## src/rtl/thread_issue_sched.sv

```systemverilog
`default_nettype none
// ============================================================================
// Module   : thread_issue_sched
// Purpose  : 4-thread round-robin issue scheduler feeding a D->E1->E2->E3->WB
//            tag pipeline, with per-thread RUN/MWAIT/HALT state.
// Options  : SCHED_MEMWAIT_EN enables the memory-wait (MWAIT) state.
// Revision : 1.0
// ============================================================================
module thread_issue_sched (
  input  logic       clk,
  input  logic       rst,
  input  logic       en,
  input  logic [3:0] rdy,
  input  logic       mem_op,
  input  logic [3:0] mem_done,
  input  logic [3:0] halt_req,
  input  logic [3:0] resume,
  output logic       issue_vld,
  output logic [1:0] issue_tid,
  output logic       e1_vld,
  output logic [1:0] e1_tid,
  output logic       e2_vld,
  output logic [1:0] e2_tid,
  output logic       e3_vld,
  output logic [1:0] e3_tid,
  output logic       wb_vld,
  output logic [1:0] wb_tid,
  output logic [3:0] stall,
  output logic [3:0] thr_halted,
  output logic [3:0] thr_mwait
);

  localparam int NTHR = 4;

  typedef enum logic [1:0] {
    ST_RUN   = 2'd0,
    ST_MWAIT = 2'd1,
    ST_HALT  = 2'd2
  } thr_state_t;

  logic [3:0] w_elig;
  logic       w_found;
  logic [1:0] w_win;
  logic [3:0] w_issue_oh;
  logic [1:0] r_ptr;

  logic       r_e1_vld, r_e2_vld, r_e3_vld, r_wb_vld;
  logic [1:0] r_e1_tid, r_e2_tid, r_e3_tid, r_wb_tid;

  // Per-thread state machines
  generate
    for (genvar t = 0; t < NTHR; t++) begin : g_thr
      thr_state_t r_state;
      thr_state_t w_next;

      always_comb begin
        w_next = r_state;
        if (halt_req[t]) begin
          w_next = ST_HALT;
        end else begin
          case (r_state)
            ST_HALT: if (resume[t]) w_next = ST_RUN;
`ifdef SCHED_MEMWAIT_EN
            ST_MWAIT: if (mem_done[t]) w_next = ST_RUN;
            ST_RUN: if (issue_vld && (issue_tid == 2'(t)) && mem_op) w_next = ST_MWAIT;
`endif
            default: w_next = r_state;
          endcase
        end
      end

      always_ff @(posedge clk or posedge rst) begin
        if (rst) r_state <= ST_RUN;
        else     r_state <= w_next;
      end

      assign w_elig[t]     = rdy[t] & (r_state == ST_RUN);
      assign thr_halted[t] = (r_state == ST_HALT);
`ifdef SCHED_MEMWAIT_EN
      assign thr_mwait[t]  = (r_state == ST_MWAIT);
`else
      assign thr_mwait[t]  = 1'b0;
`endif
    end
  endgenerate

`ifndef SCHED_MEMWAIT_EN
  logic w_unused;
  assign w_unused = mem_op ^ (^mem_done);
`endif

  // Round-robin search starting just after the last issued thread
  always_comb begin
    logic [1:0] w_cand;
    w_found = 1'b0;
    w_win   = 2'd0;
    w_cand  = 2'd0;
    for (int k = 1; k <= NTHR; k++) begin
      w_cand = r_ptr + 2'(k);
      if (!w_found && w_elig[w_cand]) begin
        w_found = 1'b1;
        w_win   = w_cand;
      end
    end
  end

  // Issue is suppressed while reset is held so outputs stay at reset values
  assign issue_vld  = en & ~rst & w_found;
  assign issue_tid  = issue_vld ? w_win : 2'd0;
  assign w_issue_oh = issue_vld ? (4'b0001 << issue_tid) : 4'b0000;
  assign stall      = rdy & ~w_issue_oh;

  always_ff @(posedge clk or posedge rst) begin
    if (rst) begin
      r_ptr    <= 2'd3;
      r_e1_vld <= 1'b0;
      r_e1_tid <= 2'd0;
      r_e2_vld <= 1'b0;
      r_e2_tid <= 2'd0;
      r_e3_vld <= 1'b0;
      r_e3_tid <= 2'd0;
      r_wb_vld <= 1'b0;
      r_wb_tid <= 2'd0;
    end else if (en) begin
      r_e1_vld <= issue_vld;
      r_e1_tid <= issue_tid;
      r_e2_vld <= r_e1_vld;
      r_e2_tid <= r_e1_tid;
      r_e3_vld <= r_e2_vld;
      r_e3_tid <= r_e2_tid;
      r_wb_vld <= r_e3_vld;
      r_wb_tid <= r_e3_tid;
      if (issue_vld) r_ptr <= issue_tid;
    end
  end

  assign e1_vld = r_e1_vld;
  assign e1_tid = r_e1_tid;
  assign e2_vld = r_e2_vld;
  assign e2_tid = r_e2_tid;
  assign e3_vld = r_e3_vld;
  assign e3_tid = r_e3_tid;
  assign wb_vld = r_wb_vld;
  assign wb_tid = r_wb_tid;

endmodule
`default_nettype wire

```

## config.mk

```make
export PLATFORM = sky130hd
export DESIGN_NAME = thread_issue_sched
export DESIGN_NICKNAME = d
export VERILOG_FILES = /design/src/rtl/thread_issue_sched.sv
export SDC_FILE = /design/constraint.sdc
export NUM_CORES = 1
export LEC_CHECK = 0
export CORE_MARGIN = 2
export CORE_UTILIZATION = 35
export CTS_BUF_LIST = sky130_fd_sc_hd__clkbuf_16
export DETAILED_ROUTE_END_ITERATION = 10
export GPL_TIMING_DRIVEN = 0
export PLACE_DENSITY_LB_ADDON = 0.2
export SLEW_MARGIN = 15
export SYNTH_ARGS = -nofsm -noshare
export SYNTH_HDL_FRONTEND = slang
export SYNTH_SLANG_ARGS = --single-unit
```

## constraint.sdc

```tcl
create_clock -name clk -period 1.6 [get_ports clk]
set_input_delay 0.32 -clock clk [delete_from_list [all_inputs] [get_ports clk]]
set_output_delay 0.32 -clock clk [all_outputs]
set_load 0.05 [all_outputs]
```

==> metrics.md, run 1 <==
| Metric | Value |
|---|---|
| Pre-CTS setup slack | `-1510 ps` |
| Drt drc | `0` |
| Sink Count | `18` |
| Mapped cell area | `927 um2` |
| Core Box Area | `2500 um2` |
| IO Pins | `47` |
| First DRT Iteration DRCs | `12` |
| Most frequent cells in the layout | `buf_4, dlygate4sd2_1, dfrtp_1` |
| Pwr dens | `1120 nW/um2` |
| Final hold slack | `498 ps` |
| P_int | `1.23 mW` |
| Critical-path top delay cell | `dfrtp_2` |
| Share of layout cells above drive strength 1 | `0.541` |
| Latest clock arrival within the worst-skew pair | `250 ps` |
| Setup TNS | `-3740 ps` |
| Fmax | `456 MHz` |
| H-tree depth | `1` |
| Vias in the first global route | `926` |
| Worst path required time | `1280 ps` |
| Yosys warnings | `0` |
| Commonest non-fill, non-tap cell in the layout | `buf_4` |
| Cell variety after synth | `31` |
| Flop pwr share | `0.310` |
| # diodes | `0` |
| Synthesized area per cell | `11.7 um2` |
| CTS Buffer Depth | `2` |
| Failing checks | `negative setup slack` |
| Worst Path Arrival | `1870 ps` |
| All-Layer GR Usage | `0.184` |
| CP max stage delay | `450 ps` |
| Die Area | `3080 um2` |
| Min Clock Period, post-route | `2190 ps` |
| Worst ir drop on vdd | `0.000885 V` |
| Die height | `55.5 um` |
| Worst setup SP type | `register` |
| First-pass GRT wire length | `4.42 mm` |
| Fill cell total of the finished layout | `185` |
| Row Count | `18` |
| Crit Path Max Fanout | `4` |
| Final setup margin | `-594 ps` |
| Hold violation total from the final report | `0` |
| Worst slew pin tran | `682 ps` |
| Design Power | `1.96 mW` |
| Comb power frac | `0.439` |
| Largest net degree at the start of global routing | `19` |
| Status | `finished with violations` |
| Final wirelength | `2.74 mm` |
| Synth Register Bits | `18` |
| Setup repair after global routing missed its margin | `yes` |
| Count of buffers from port buffering | `37` |
| Avg WL per Cell | `15.6 um` |
| Switching power | `0.728 mW` |
| Global route overflow | `0` |
| Placed wire-length estimate | `1.56 mm` |
| DRT Pass-1 Iters | `4` |
| Critical path, cell by cell | `nor3b_4, nor2_2, o311ai_4, inv_4, o31a_4, buf_8` |
| RD Place Congestion | `0.713` |
| Via-to-Cell Ratio | `4.75` |
| Initial antenna violation count | `0` |
| CTS root buf | `clkbuf_16` |
| Die W | `55.5 um` |
| Final setup vio count | `8` |
| Starting density of the core | `0.371` |
| Hold Crit Class | `input pin to asynchronous set/reset pin` |
| Cell count after synthesis | `79` |
| Leak | `0.880 nW` |
| Worst setup path class | `register to output pin` |
| Post-route ant nets | `0` |
| Max-slew violations | `0` |
| Final nets | `168` |
| Period utilisation layout | `1.37` |
| Total number of vias | `836` |
| FF+latch area | `458 um2` |
| Max-slew headroom | `0.545` |
| Worst Path Buf+Inv | `2` |
| Multi-input gate area | `528 um2` |
| Critical Path End Type | `output pin` |
| Clock transition at the registers of the reported paths | `50 ps` |
| Final Skew | `2.50 ps` |
| TritonCTS clock tree | `yes` |
| Clock share of power | `0.251` |
| CTS buffer count | `3` |
| Cell family with most CP delay | `compound AO/OA/AOI/OAI gates` |
| Area Overhead vs Synth | `88.9%` |
| Register area share after synthesis | `0.489` |
| Sw Share | `0.372` |
| Max Cap Viol | `0` |
## cell type report
class                      count  area share
multi-input combinational     48       0.301
timing repair buffer          61       0.327
buffer                         5      0.0193
tap                           30      0.0214
clock buffer                   3      0.0429
inverter                      11      0.0264
sequential                    18       0.261
## metal layers
metal	vias to the layer above	global-route usage	share of wire
met5	-	0	0
met4	0	0.0767	0.020
met3	6	0.0351	0.036
met2	23	0.340	0.57
met1	411	0.204	0.37
li1	396	-	-
## final timing paths
path | start | end | slack, ps | depth (start not counted)
worst max register to register | g_thr[1].r_state[1] | e1_tid[1] | -60 | 7
worst min-delay path | rst | e3_tid[1] | 500 | 2
min in group clk | wb_tid[1] | wb_tid[1] | 510 | 1
max in group asynchronous | rst | g_thr[2].r_state[1] | 620 | 2
worst min register to register | wb_tid[1] | wb_tid[1] | 510 | 1
worst max-delay path | g_thr[1].r_state[1] | stall[1] | -590 | 6
## what timing repair did
item,CTS,global route
setup endpoints to repair,28,15
pin swaps,8,0
buffers inserted,23,1
resized for setup,91,10
hold buffers,0,0
hold endpoints to repair,0,0
## sequential cells by signal, indices dropped and copies added, names as in the netlist
register       flops
e3_vld             1
wb_tid             2
e1_tid             2
wb_vld             1
r_ptr              2
e2_tid             2
e2_vld             1
e3_tid             2
e1_vld             1
g_thr.r_state      4
## logic make-up (layout without fill, tap and decap cells)
logic type	count (synthesis)	count (layout)	synth area share
other cells	1	4	0.00404
simple gates	18	18	0.140
flops	18	18	0.489
mux	9	9	0.109
compound gates	17	17	0.177
buf+inv	16	80	0.0810
## power by group through the flow
stage	Clock, mW	Sequential, mW	Combinational, mW
floorplan	0	0.788	0.268
global placement	0	0.603	0.655
detailed placement	0	0.607	0.665
CTS	0.493	0.600	0.830
global route	0.512	0.617	0.901
finish	0.490	0.606	0.859
## cells in the mapped netlist, drive strengths merged
cell type	n	area [um2]
o22ai	1	6.26
a21boi	1	7.51
o21ai	3	15.0
a31oi	1	6.26
o21a	1	7.51
o311ai	1	26.3
a211o	1	10.0
nor2b	2	27.5
a21oi	1	8.76
mux2	9	101
and2b	3	27.5
nor2	3	13.8
buf	5	33.8
dfstp	2	52.6
dfrtp	16	400
o41ai	1	27.5
nand2	4	15.0
o221ai	1	8.76
nor3b	3	27.5
conb	1	3.75
nand2b	3	18.8
o31a	1	8.76
a21o	4	31.3
inv	11	41.3
## per-stage QoR
step	cells	area, um2	util
finish	176	1750	0.701
floorplan	82	991	-
CTS	175	1720	0.689
global route	176	1750	0.701
global placement	149	1400	0.560
detailed placement	149	1400	0.560
Note: power is estimated with default switching activity, not from simulation.
==> run 2: changes to the inputs <==
- GPL_TIMING_DRIVEN: 0 -> 1
==> metrics.md, run 2 (synthesized netlist as in run 1, its figures left out) <==
| Metric | Value |
|---|---|
| Final setup vio count | `8` |
| Post-route ant nets | `0` |
| P_int | `1.29 mW` |
| Sink Count | `18` |
| Initial antenna violation count | `0` |
| First-pass GRT wire length | `4.21 mm` |
| Avg WL per Cell | `15.4 um` |
| Max FFs per register | `4` |
| Switching power | `0.767 mW` |
| CTS Buffer Depth | `2` |
| Max Cap Viol | `0` |
| Share of layout cells above drive strength 1 | `0.660` |
| Core Box Area | `2500 um2` |
| H-tree depth | `1` |
| DRT Pass-1 Iters | `4` |
| # diodes | `0` |
| Finished layout cell area | `1870 um2` |
| Latest clock arrival within the worst-skew pair | `250 ps` |
| Max-slew violations | `0` |
| TritonCTS clock tree | `yes` |
| Count of buffers from port buffering | `37` |
| Row Count | `18` |
| Met3 Resource Use GR | `0.0117` |
| RD Place Congestion | `0.772` |
| Min Clock Period, post-route | `2160 ps` |
| Drt drc | `0` |
| Pwr dens | `1100 nW/um2` |
| Clock transition at the registers of the reported paths | `50 ps` |
| Fmax | `463 MHz` |
| GR Util met2 | `0.318` |
| Crit Path Max Fanout | `4` |
| Flop pwr share | `0.294` |
| Worst ir drop on vdd | `0.00109 V` |
| Hold violation total from the final report | `0` |
| Comb power frac | `0.459` |
| Global routing met1 resource utilization | `0.204` |
| Biggest register | `g_thr.r_state` |
| CTS root buf | `clkbuf_16` |
| Critical Path End Type | `output pin` |
| Die Area | `3080 um2` |
| Most frequent cells in the layout | `buf_4, dfrtp_1, buf_12` |
| Pre-CTS setup slack | `-691 ps` |
| Die height | `55.5 um` |
| Status | `finished with violations` |
| Via-to-Cell Ratio | `4.72` |
| Final nets | `168` |
| Setup repair after global routing missed its margin | `yes` |
| Failing checks | `negative setup slack` |
| Worst setup path class | `register to output pin` |
| Post-layout util | `0.748` |
| Placed cell area | `1610 um2` |
| Worst setup SP type | `register` |
| Worst path required time | `1280 ps` |
| Die W | `55.5 um` |
| Area Overhead vs Synth | `102%` |
| First DRT Iteration DRCs | `7` |
| Worst Path Arrival | `1840 ps` |
| Total number of vias | `836` |
| Period utilisation layout | `1.35` |
| Most Crowded Layer GR | `met2` |
| Final Skew | `3.22 ps` |
| Final hold slack | `326 ps` |
| Placed wire-length estimate | `1.77 mm` |
| Clock share of power | `0.247` |
| Sw Share | `0.373` |
| Vias in the first global route | `880` |
| Starting density of the core | `0.371` |
| Leak | `0.896 nW` |
| Hold Crit Class | `input pin to asynchronous set/reset pin` |
| Global route overflow | `0` |
| Final wirelength | `2.73 mm` |
| CTS buffer count | `3` |
| All-Layer GR Usage | `0.177` |
| IO Pins | `47` |
| Commonest non-fill, non-tap cell in the layout | `buf_4` |
| Largest net degree at the start of global routing | `13` |
| Setup TNS | `-3540 ps` |
| Final setup margin | `-559 ps` |
==> run 2: cell type report <==
type / count / area [um2]
Timing Repair Buffer: 66 / 703
Inverter: 11 / 46.3
Sequential cell: 18 / 458
Clock inverter: 1 / 3.75
Fill cell: 155 / 631
Clock buffer: 3 / 75.1
Multi-Input combinational cell: 48 / 546
Tap cell: 30 / 37.5
==> run 2: critical path, stage by stage, from the launching register on <==
cell,delay (ps)
dfstp_2,590
nor3b_4,60
a211o_2,290
a21oi_4,210
buf_6,170
o21a_4,140
buf_12,130
==> run 2: metal layers <==
layer  vias up  routed length, um
met5         -                  0
met4         0                 47
met3         4                 76
met2        24               1580
met1       412               1030
li1        396                  -
==> run 2: path summary, 6_finish.rpt <==
path / start / endpoint / slack, ps / cells after the start
worst max-delay path: r_ptr[0] / stall[3] / -560 / 6
worst min-delay path: rst / g_thr[3].r_state[1] / 330 / 2
worst max register to register: r_ptr[0] / e1_tid[0] / 0 / 6
worst min register to register: wb_vld / wb_vld / 520 / 1
max in group asynchronous: rst / e3_tid[0] / 830 / 3
min in group clk: wb_vld / wb_vld / 520 / 1
==> run 2: power groups by stage <==
stage          clock, mW  sequential [mW]  combinational [mW]
6_report           0.507            0.605               0.945
5_1_grt            0.525            0.612               0.983
4_1_cts            0.510            0.602               0.889
3_5_place_dp           0            0.601               0.805
3_3_place_gp           0            0.596               0.790
2_1_floorplan          0            0.788               0.268
==> run 2: timing repair <==
item | 4_1_cts | 5_1_grt
hold endpoints to repair | 0 | 0
buffers inserted | 7 | 8
setup endpoints to repair | 12 | 11
hold buffers | 0 | 0
gates resized for setup | 24 | 11
pin swaps | 10 | 8
==> run 2: per-stage QoR <==
| step | std cells | power (mW) |
|---|---|---|
| finish | 177 | 2.06 |
| global route | 177 | 2.12 |
| CTS | 173 | 2.00 |
| detailed placement | 166 | 1.41 |
| global placement | 166 | 1.39 |
| floorplan | 82 | 1.06 |
==> run 3: changes to the inputs <==
- CAP_MARGIN: not set -> 40
- GPL_TIMING_DRIVEN: 1 -> not set
- TNS_END_PERCENT: not set -> 50
==> metrics.md, run 3 (synthesized netlist as in run 1, its figures left out) <==
| Metric | Value |
|---|---|
| Clock transition at the registers of the reported paths | `50 ps` |
| IO Pins | `47` |
| Final setup vio count | `7` |
| Final nets | `165` |
| CTS buffer count | `3` |
| Period utilisation layout | `1.35` |
| Global route overflow | `0` |
| Crit Path Max Fanout | `4` |
| First-pass GRT wire length | `3.78 mm` |
| CTS Buffer Depth | `2` |
| Largest net degree at the start of global routing | `13` |
| Pre-CTS setup slack | `-740 ps` |
| RR Endpoint | `e1_tid[0]` |
| Biggest register | `g_thr.r_state` |
| # hold bufs at CTS | `0` |
| Worst setup path end | `stall[3]` |
| Starting density of the core | `0.371` |
| Reg2reg start | `r_ptr[0]` |
| Die Area | `3080 um2` |
| Status | `finished with violations` |
| Placed cell area | `1560 um2` |
| Worst path required time | `1280 ps` |
| Via-to-Cell Ratio | `4.56` |
| Final setup margin | `-556 ps` |
| Finished layout cell area | `1770 um2` |
| Min Clock Period, post-route | `2160 ps` |
| Commonest non-fill, non-tap cell in the layout | `buf_4` |
| Core Box Area | `2500 um2` |
| Worst setup path class | `register to output pin` |
| Avg WL per Cell | `13.1 um` |
| Layout Cells excl Fill | `174` |
| Share of layout cells above drive strength 1 | `0.632` |
| Final Skew | `1.48 ps` |
| Pwr dens | `1120 nW/um2` |
| Worst ir drop on vdd | `0.00126 V` |
| Failing checks | `negative setup slack` |
| CTS root buf | `clkbuf_16` |
| Reg2Reg Depth | `6` |
| Critical Path End Type | `output pin` |
| Flop2flop setup slack | `0 ps` |
| Most frequent cells in the layout | `buf_4, dfrtp_1, clkdlybuf4s50_1, buf_12` |
| Setup repair after global routing missed its margin | `yes` |
| Placed wire-length estimate | `1.66 mm` |
| Die W | `55.5 um` |
| Initial antenna violation count | `0` |
| Worst Path Arrival | `1840 ps` |
| Area Overhead vs Synth | `91.4%` |
| CP Launch Point | `g_thr[3].r_state[1]` |
| # diodes | `0` |
| Fmax | `464 MHz` |
| Sink Count | `18` |
| Count of buffers from port buffering | `37` |
| Die height | `55.5 um` |
| Placed cells | `161` |
| First DRT Iteration DRCs | `5` |
| Total number of vias | `793` |
| Max FFs per register | `4` |
| Worst setup SP type | `register` |
| Hold violation total from the final report | `0` |
| RD Place Congestion | `0.801` |
| All-Layer GR Usage | `0.153` |
| H-tree depth | `1` |
| Post-layout util | `0.710` |
| Design Power | `1.99 mW` |
| Post-route ant nets | `0` |
| Max Cap Viol | `0` |
| Final wirelength | `2.28 mm` |
| DRT Pass-1 Iters | `4` |
| Latest clock arrival within the worst-skew pair | `240 ps` |
| Drt drc | `0` |
| Row Count | `18` |
| Leak | `0.873 nW` |
| Vias in the first global route | `850` |
| Max-slew violations | `0` |
| TritonCTS clock tree | `yes` |
| Hold Crit Class | `input pin to asynchronous set/reset pin` |
## run 3: cell type report
cell class	count	area (um2)
fillers	190	726
repair buffers	63	654
multi-input cells	48	502
flip-flops and latches	18	458
clock buffers	3	75.1
inverters	11	43.8
well taps	30	37.5
clock inverters	1	3.75
## run 3: metrics by stage
step                setup TNS [ps]  hold slack, ps
finish                       -3380             327
global route                 -3910             368
CTS                          -3300             337
detailed placement           -6020             497
global placement             -5640             491
floorplan                    -3080             257
## run 3: critical path, cell delays in order (launching register included)
cell	delay [ps]
dfrtp_2	410
nand2b_1	210
nor3b_2	280
o311ai_4	150
buf_4	180
o21a_4	220
buf_12	140
## run 3: how the worst min path moves through the flow
stage,from,to
6_report,rst,g_thr[2].r_state[1]
4_1_cts,rst,g_thr[3].r_state[1]
2_1_floorplan,rst,e1_tid[0]
5_1_grt,rst,g_thr[2].r_state[1]
3_5_place_dp,r_ptr[0],r_ptr[0]
3_3_place_gp,r_ptr[0],r_ptr[0]
## run 3: layer usage
| metal | up-vias | wire [um] | part of all wire | global-route usage |
|---|---|---|---|---|
| li1 | 393 | - | - | - |
| met1 | 376 | 909 | 0.40 | 0.158 |
| met2 | 20 | 1260 | 0.55 | 0.303 |
| met3 | 4 | 71 | 0.031 | 0.0328 |
| met4 | 0 | 31 | 0.014 | 0.0418 |
| met5 | - | 0 | 0 | 0 |
## run 3: repair_timing
item	in CTS	in global routing
buffers inserted	8	1
gates resized for setup	15	6
pin swaps	4	3
setup endpoints to repair	12	11
## run 3: power breakdown
| part | leakage (nW) | internal, mW | switching (mW) |
|---|---|---|---|
| clock | 0.0385 | 0.332 | 0.161 |
| sequential | 0.220 | 0.539 | 0.0615 |
| combinational | 0.615 | 0.406 | 0.486 |
